$ cat config.mk
export PLATFORM = sky130hd
export DESIGN_NAME = seg_scan_mux
export DESIGN_NICKNAME = d
export VERILOG_FILES = /design/src/rtl/seg_pkg.sv /design/src/rtl/seg_decoder.sv /design/src/rtl/seg_scan_mux.sv
export SDC_FILE = /design/constraint.sdc
export NUM_CORES = 1
export LEC_CHECK = 0
export ABC_AREA = 1
export CORE_UTILIZATION = 50
export DETAILED_ROUTE_END_ITERATION = 10
export HOLD_SLACK_MARGIN = 0.08
export PLACE_DENSITY = 0.75
export SYNTH_ARGS = -nofsm -noshare
export SYNTH_HDL_FRONTEND = slang
export SYNTH_SLANG_ARGS = --single-unit
export TNS_END_PERCENT = 50
$ cat constraint.sdc
create_clock -name clk -period 2 [get_ports clk]
set_input_delay 0.4 -clock clk [delete_from_list [all_inputs] [get_ports clk]]
set_output_delay 0.4 -clock clk [all_outputs]
set_load 0.02 [all_outputs]
$ cat src/rtl/seg_pkg.sv
// Shared definitions for the seven-segment scan driver: segment patterns and a width helper.
// Latency: n/a (constants and a compile-time function only).
// Backpressure: n/a.
// Ports: none (package).
package seg_pkg;

  localparam int SEG_W = 7;

  // Bit 0 is segment a, bit 6 is segment g; 0 lights the segment.
  typedef logic [0:SEG_W-1] seg_t;

  localparam seg_t SEG_0    = 7'b0000001;
  localparam seg_t SEG_1    = 7'b1001111;
  localparam seg_t SEG_2    = 7'b0010010;
  localparam seg_t SEG_3    = 7'b0000110;
  localparam seg_t SEG_4    = 7'b1001100;
  localparam seg_t SEG_5    = 7'b0100100;
  localparam seg_t SEG_6    = 7'b0100000;
  localparam seg_t SEG_7    = 7'b0001111;
  localparam seg_t SEG_8    = 7'b0000000;
  localparam seg_t SEG_9    = 7'b0000100;
  localparam seg_t SEG_A    = 7'b0001000;
  localparam seg_t SEG_B    = 7'b1100000;
  localparam seg_t SEG_C    = 7'b0110001;
  localparam seg_t SEG_D    = 7'b1000010;
  localparam seg_t SEG_E    = 7'b0110000;
  localparam seg_t SEG_F    = 7'b0111000;
  localparam seg_t SEG_DASH = 7'b1111110;
  localparam seg_t SEG_OFF  = 7'b1111111;

  // Ceiling log2, evaluated at elaboration time only.
  function automatic int clog2(input int value);
    int r;
    r = 0;
    for (int i = 0; i < 31; i++) begin
      if ((1 << i) < value) r = i + 1;
    end
    return r;
  endfunction

endpackage

$ cat src/rtl/seg_decoder.sv
// Combinational 4-bit code to active-low seven-segment pattern, with hex/decimal rendering of 10-15.
// Latency: 0 cycles (pure combinational).
// Backpressure: none.
// Ports: code_i (digit code), hex_mode_i (1 = A-F, 0 = dash for 10-15), seg_o (abcdefg, active-low).
module seg_decoder
  import seg_pkg::*;
(
  input  logic [3:0] code_i,
  input  logic       hex_mode_i,
  output seg_t       seg_o
);

  always_comb begin
    seg_o = SEG_DASH;
    case (code_i)
      4'h0: seg_o = SEG_0;
      4'h1: seg_o = SEG_1;
      4'h2: seg_o = SEG_2;
      4'h3: seg_o = SEG_3;
      4'h4: seg_o = SEG_4;
      4'h5: seg_o = SEG_5;
      4'h6: seg_o = SEG_6;
      4'h7: seg_o = SEG_7;
      4'h8: seg_o = SEG_8;
      4'h9: seg_o = SEG_9;
      4'hA: seg_o = hex_mode_i ? SEG_A : SEG_DASH;
      4'hB: seg_o = hex_mode_i ? SEG_B : SEG_DASH;
      4'hC: seg_o = hex_mode_i ? SEG_C : SEG_DASH;
      4'hD: seg_o = hex_mode_i ? SEG_D : SEG_DASH;
      4'hE: seg_o = hex_mode_i ? SEG_E : SEG_DASH;
      4'hF: seg_o = hex_mode_i ? SEG_F : SEG_DASH;
      default: seg_o = SEG_DASH;
    endcase
  end

endmodule

$ cat src/rtl/seg_scan_mux.sv
// Time-multiplexed common-anode seven-segment driver: per-digit dp, blink, leading-zero blanking, hex mode.
// Latency: 1 clk from scan select or input change to pins (seg, dp, an registered together).
// Backpressure: none; inputs are sampled live every cycle.
// Ports: clk, RESET (sync, active-high), digits (4 bits per digit, digit 0 rightmost), dp_in,
//        blink_en, blank_lz, hex_mode in; seg[0:6] (abcdefg), dp, an (one-hot-low) out, all active-low.
module seg_scan_mux
  import seg_pkg::*;
#(
  parameter int NUM_DIGITS  = 4,
  parameter int REFRESH_DIV = 100000,
  parameter int BLINK_TICKS = 250
) (
  input  logic                    clk,
  input  logic                    RESET,
  input  logic [4*NUM_DIGITS-1:0] digits,
  input  logic [NUM_DIGITS-1:0]   dp_in,
  input  logic [NUM_DIGITS-1:0]   blink_en,
  input  logic                    blank_lz,
  input  logic                    hex_mode,
  output logic [0:SEG_W-1]        seg,
  output logic                    dp,
  output logic [NUM_DIGITS-1:0]   an
);

  localparam int TW = (clog2(REFRESH_DIV) < 1) ? 1 : clog2(REFRESH_DIV);
  localparam int SW = (clog2(NUM_DIGITS)  < 1) ? 1 : clog2(NUM_DIGITS);
  localparam int BW = (clog2(BLINK_TICKS) < 1) ? 1 : clog2(BLINK_TICKS);

  logic [TW-1:0]         timer_q, timer_d;
  logic [SW-1:0]         sel_q, sel_d;
  logic [BW-1:0]         blink_cnt_q, blink_cnt_d;
  logic                  blink_phase_q, blink_phase_d;
  logic [NUM_DIGITS-1:0] an_q, an_d;
  seg_t                  seg_q, seg_d;
  logic                  dp_q, dp_d;

  logic                  scan_tick;
  logic [3:0]            cur_code;
  logic                  cur_dp;
  logic                  cur_blink;
  logic                  lz_hit;
  logic                  upper_zero;
  logic                  blank;
  seg_t                  dec_seg;

  assign scan_tick = (timer_q == TW'(REFRESH_DIV - 1));

  // Scan timing: dwell timer, digit select and blink phase all advance on the same tick.
  always_comb begin
    timer_d       = timer_q + 1'b1;
    sel_d         = sel_q;
    blink_cnt_d   = blink_cnt_q;
    blink_phase_d = blink_phase_q;
    if (scan_tick) begin
      timer_d = '0;
      sel_d   = (sel_q == SW'(NUM_DIGITS - 1)) ? '0 : sel_q + 1'b1;
      if (blink_cnt_q == BW'(BLINK_TICKS - 1)) begin
        blink_cnt_d   = '0;
        blink_phase_d = ~blink_phase_q;
      end else begin
        blink_cnt_d = blink_cnt_q + 1'b1;
      end
    end
  end

  // Digit mux plus leading-zero detection. Walking from the most significant
  // digit down, upper_zero tells whether every digit above position i is zero.
  always_comb begin
    cur_code   = '0;
    cur_dp     = 1'b0;
    cur_blink  = 1'b0;
    lz_hit     = 1'b0;
    upper_zero = 1'b1;
    for (int i = NUM_DIGITS - 1; i >= 0; i--) begin
      if (sel_q == SW'(i)) begin
        cur_code  = digits[4*i +: 4];
        cur_dp    = dp_in[i];
        cur_blink = blink_en[i];
        // Digit 0 always shows, so an all-zero value still reads "0".
        lz_hit    = (i != 0) && upper_zero && (digits[4*i +: 4] == 4'd0);
      end
      upper_zero = upper_zero && (digits[4*i +: 4] == 4'd0);
    end
  end

  seg_decoder u_dec (
    .code_i     (cur_code),
    .hex_mode_i (hex_mode),
    .seg_o      (dec_seg)
  );

  assign blank = (cur_blink && blink_phase_q) || (blank_lz && lz_hit);

  always_comb begin
    an_d  = ~(NUM_DIGITS'(1) << sel_q);
    seg_d = dec_seg;
    dp_d  = ~cur_dp;
    if (blank) begin
      an_d  = '1;
      seg_d = SEG_OFF;
      dp_d  = 1'b1;
    end
  end

  always_ff @(posedge clk) begin
    if (RESET) begin
      timer_q       <= '0;
      sel_q         <= '0;
      blink_cnt_q   <= '0;
      blink_phase_q <= 1'b0;
      an_q          <= '1;
      seg_q         <= SEG_OFF;
      dp_q          <= 1'b1;
    end else begin
      timer_q       <= timer_d;
      sel_q         <= sel_d;
      blink_cnt_q   <= blink_cnt_d;
      blink_phase_q <= blink_phase_d;
      an_q          <= an_d;
      seg_q         <= seg_d;
      dp_q          <= dp_d;
    end
  end

  assign seg = seg_q;
  assign dp  = dp_q;
  assign an  = an_q;

endmodule

==> results.cfg, run 1 <==
[critical_path]
required_ns = 2.19
cp_slowest_stage_delay_ns = 0.34
start_kind = flop
arrival_ns = 2.02
worstPathBufferInverterCount = 3
crit_path_max_fanout = 9
path_delay_family = simple AND/OR/NAND/NOR gates
crit_type = flop to flop
crit_chain = inv_1, ha_2, inv_4, nand2_1, nand3_1, nand2_1, nand2_4, nand2_2, inv_1, nand2_1, nand2_1, nor2_1, nand3_1
cp-end-kind = flop
critPathSlowestCell = dfxtp_1
crit_path_frequent_cell = nand2_1

[timing]
setup_viol = 0
fin_worst_skew_ns = 0.00929
finalHoldViolCount = 0
maxSlewViolCount = 0
period_minus_slack_ns = 1.83
relSlewSlack_pct = 82.0
rsz0062_at_grt = true
setup_ws_ns = 0.170
worst_slew_pin_slew_ns = 0.270
fmaxAchievable_mhz = 547
period_share_pct = 91.5

[drt]
drt-total-wl_um = 5100
via_count = 2261
drt_first_pass_iters = 4
drt_iter0_drc = 108
wl_per_cell_um = 11.2
avgViaCountPerCell = 4.96
drcViolationCount = 0
ant_nets = 0

[floorplanning]
die_area_mm2 = 0.00520
floorplan.initialDensity_pct = 52.1
die_y_um = 72.1
num_rows = 25
io-pin-count = 40
die_w_um = 72.1
core_mm2 = 0.00472

[grt]
antenna_found_initial = 0
grt_pass1_vias = 2020
grt_max_degree = 19
grtUsageTotal_pct = 20.7
gr-total-overflow = 0
grt_pass1_wl_um = 8500

[final_layout]
final_area_mm2 = 0.00302
syn2layout_area_growth_pct = 22.6
n_fill_cell = 427
diodes = 0
multiInputGateArea_mm2 = 0.00143
seqCellArea_um2 = 801
final_nets = 423
drive_gt1_share_pct = 17.7

[clocking]
cts_setup_buffers = 0
clk_pin_slew_worst_paths_ns = 0.08
htree_num_levels = 2
clk_path_buf_depth = 2
cts-root-buf = clkbuf_8
insertion_delay_ns = 0.30
cts_tree = built
cts_buffers = 5
clkSinkCount = 40

[synth]
syn_area_mm2 = 0.00246
synthFlopType = dfxtp_1
synthMuxAreaShare_pct = 0
yosys_warnings = 0
synth_fa_ha_area_share_pct = 3.56
synth_xor_area_share_pct = 3.20
synthArstFlopShare_pct = 0
synth-compound-area-share_pct = 8.44
ys_ff_latch = 40
synth_top_family_by_area = simple AND/OR/NAND/NOR gates
synth_edf_count = 0
synth_seq_area_share_pct = 32.6
synth_area_leader_cell = dfxtp_1
synthesis.nets = 381
synth_top_area_share_pct = 32.6
yosys.area_share.simple_pct = 42.7
synth_area_leaders = dfxtp_1 33%, nand2_1 10%, nor2_1 6.4%, nand3_1 5.7%, inv_1 5.0%
syn_inst = 346
synth_cell_types = 35
synth_area_per_cell_um2 = 7.11

[place]
globalplace.congestion = 0.894
dpl-instance-area_mm2 = 0.00289
dp_slack_ns = 0.0677
io_buffers = 39
hpwlAfterDp_um = 3830

[power]
intPower_mw = 1.29
seqPwrFrac_pct = 48.5
power.density_mw_per_mm2 = 562
vdd_ir_drop_max_mv = 0.299
comb_power_share_pct = 12.1
switchingPower_mw = 0.401
netSwitchingFraction_pct = 23.7
power_frac_clock_pct = 39.3
p_leak_nw = 1.22

[job]
maxCapViolations = 0

[min_path]
hp-class = flop to flop

[outcome]
outcome = finished, final reports clean
-- kinds of logic (layout without fill, tap and decap cells) --
| group | Yosys count | count (layout) |
|---|---|---|
| AOI/OAI and AO/OA | 37 | 37 |
| xor gates and xnor gates | 9 | 9 |
| adders and majority gates | 7 | 7 |
| buffers and inverters | 51 | 94 |
| DFF | 40 | 40 |
| and+or+nand+nor | 202 | 202 |
-- power by group through the flow --
| stage | logic [mW] | registers (mW) | clock network [mW] |
|---|---|---|---|
| 2_1_floorplan | 0.0862 | 0.860 | 0 |
| 3_3_place_gp | 0.204 | 0.841 | 0 |
| 3_5_place_dp | 0.205 | 0.842 | 0 |
| 4_1_cts | 0.207 | 0.823 | 0.692 |
| 5_1_grt | 0.226 | 0.824 | 0.724 |
| 6_report | 0.206 | 0.823 | 0.667 |
-- layer usage --
layer / vias up / part of all wire [%] / global-route usage (%)
li1: 1199 / - / -
met1: 997 / 49 / 25.2
met4: 0 / 2.5 / 10.7
met3: 12 / 4.6 / 4.72
met2: 53 / 44 / 34.3
met5: - / 0 / 0
-- final timing paths --
path / start / to / slack [ns] / cells past startpoint
max: sel_q[0] / seg[3] / 0.17 / 13
min: timer_q[0] / timer_q[0] / 0.46 / 1
max reg2reg: sel_q[0] / seg[3] / 0.17 / 13
min reg2reg: timer_q[0] / timer_q[0] / 0.46 / 1
-- Yosys cell counts, types with 2 or more instances --
master   number
a21oi_1      22
nor2_1       42
or2_2         4
nand3_2       3
and3_1        2
xnor2_1       4
buf_6         4
inv_4         3
nor3_2        4
o21ai_0       7
nor2_2        5
ha_1          7
nand2_4       4
nand3_1      28
nor3_1       12
nand2_2      11
nor2_4        6
a21oi_2       3
xor2_1        5
inv_1        33
dfxtp_1      40
o22ai_1       2
inv_2         8
nand4_1       9
nand2_1      67
buf_2         2
-- state kept, by name (all words and copies together), names as in the netlist --
name	count
blink_cnt_q	8
blink_phase_q	1
timer_q	17
sel_q	2
an	4
seg	7
dp	1
-- stage by stage --
stage                     setup TNS [ns]  hold slack, ns  utilization [%]  std cells  power, mW
after floorplan                        0           0.417                -        346      0.946
after global placement                 0           0.430             61.3        448       1.04
after detailed placement               0           0.446             61.3        448       1.05
after CTS                              0           0.464             63.7        456       1.72
after global routing            -0.00264           0.477             63.8        456       1.77
final                                  0           0.461             63.8        456       1.70
-- placed cells by master (no fill, tap or decap), drive strengths merged --
| cell | n |
|---|---|
| nand2 | 82 |
| nor2 | 53 |
| inv | 44 |
| dfxtp | 40 |
| clkdlybuf4s50 | 39 |
| nand3 | 32 |
| a21oi | 25 |
| nor3 | 17 |
| nand4 | 9 |
| o21ai | 8 |
| ha | 7 |
| xor2 | 5 |
| clkbuf | 5 |
| or2 | 5 |
| xnor2 | 4 |
| buf | 3 |
| and3 | 3 |
| o22ai | 2 |
| clkinv | 2 |
| a211oi | 1 |
| nor3b | 1 |
| a21boi | 1 |
| bufinv | 1 |
-- repair_timing --
item                       CTS  global route
hold buffers                 0             0
resized for setup            0             2
hold endpoints to repair     0             0
setup endpoints to repair    0             7
-- layout make-up --
type                    count  area share (%)
well taps                  67            2.78
multi-input cells         255            47.4
clock inverters             3            1.58
inverters                  44            5.73
flip-flops and latches     40            26.6
clock buffers               5            2.28
repair buffers             42            13.7
No activity file was read; power rests on OpenSTA's default activity.
==> run 2, diff against run 1 <==
--- a/config.mk
+++ b/config.mk
@@ -10,6 +10,7 @@
 export DETAILED_ROUTE_END_ITERATION = 10
 export HOLD_SLACK_MARGIN = 0.08
 export PLACE_DENSITY = 0.75
+export SLEW_MARGIN = 20
 export SYNTH_ARGS = -nofsm -noshare
 export SYNTH_HDL_FRONTEND = slang
 export SYNTH_SLANG_ARGS = --single-unit
==> results of run 2 <==
No change in the layout: final DEF, timing and power equal those of run 1.
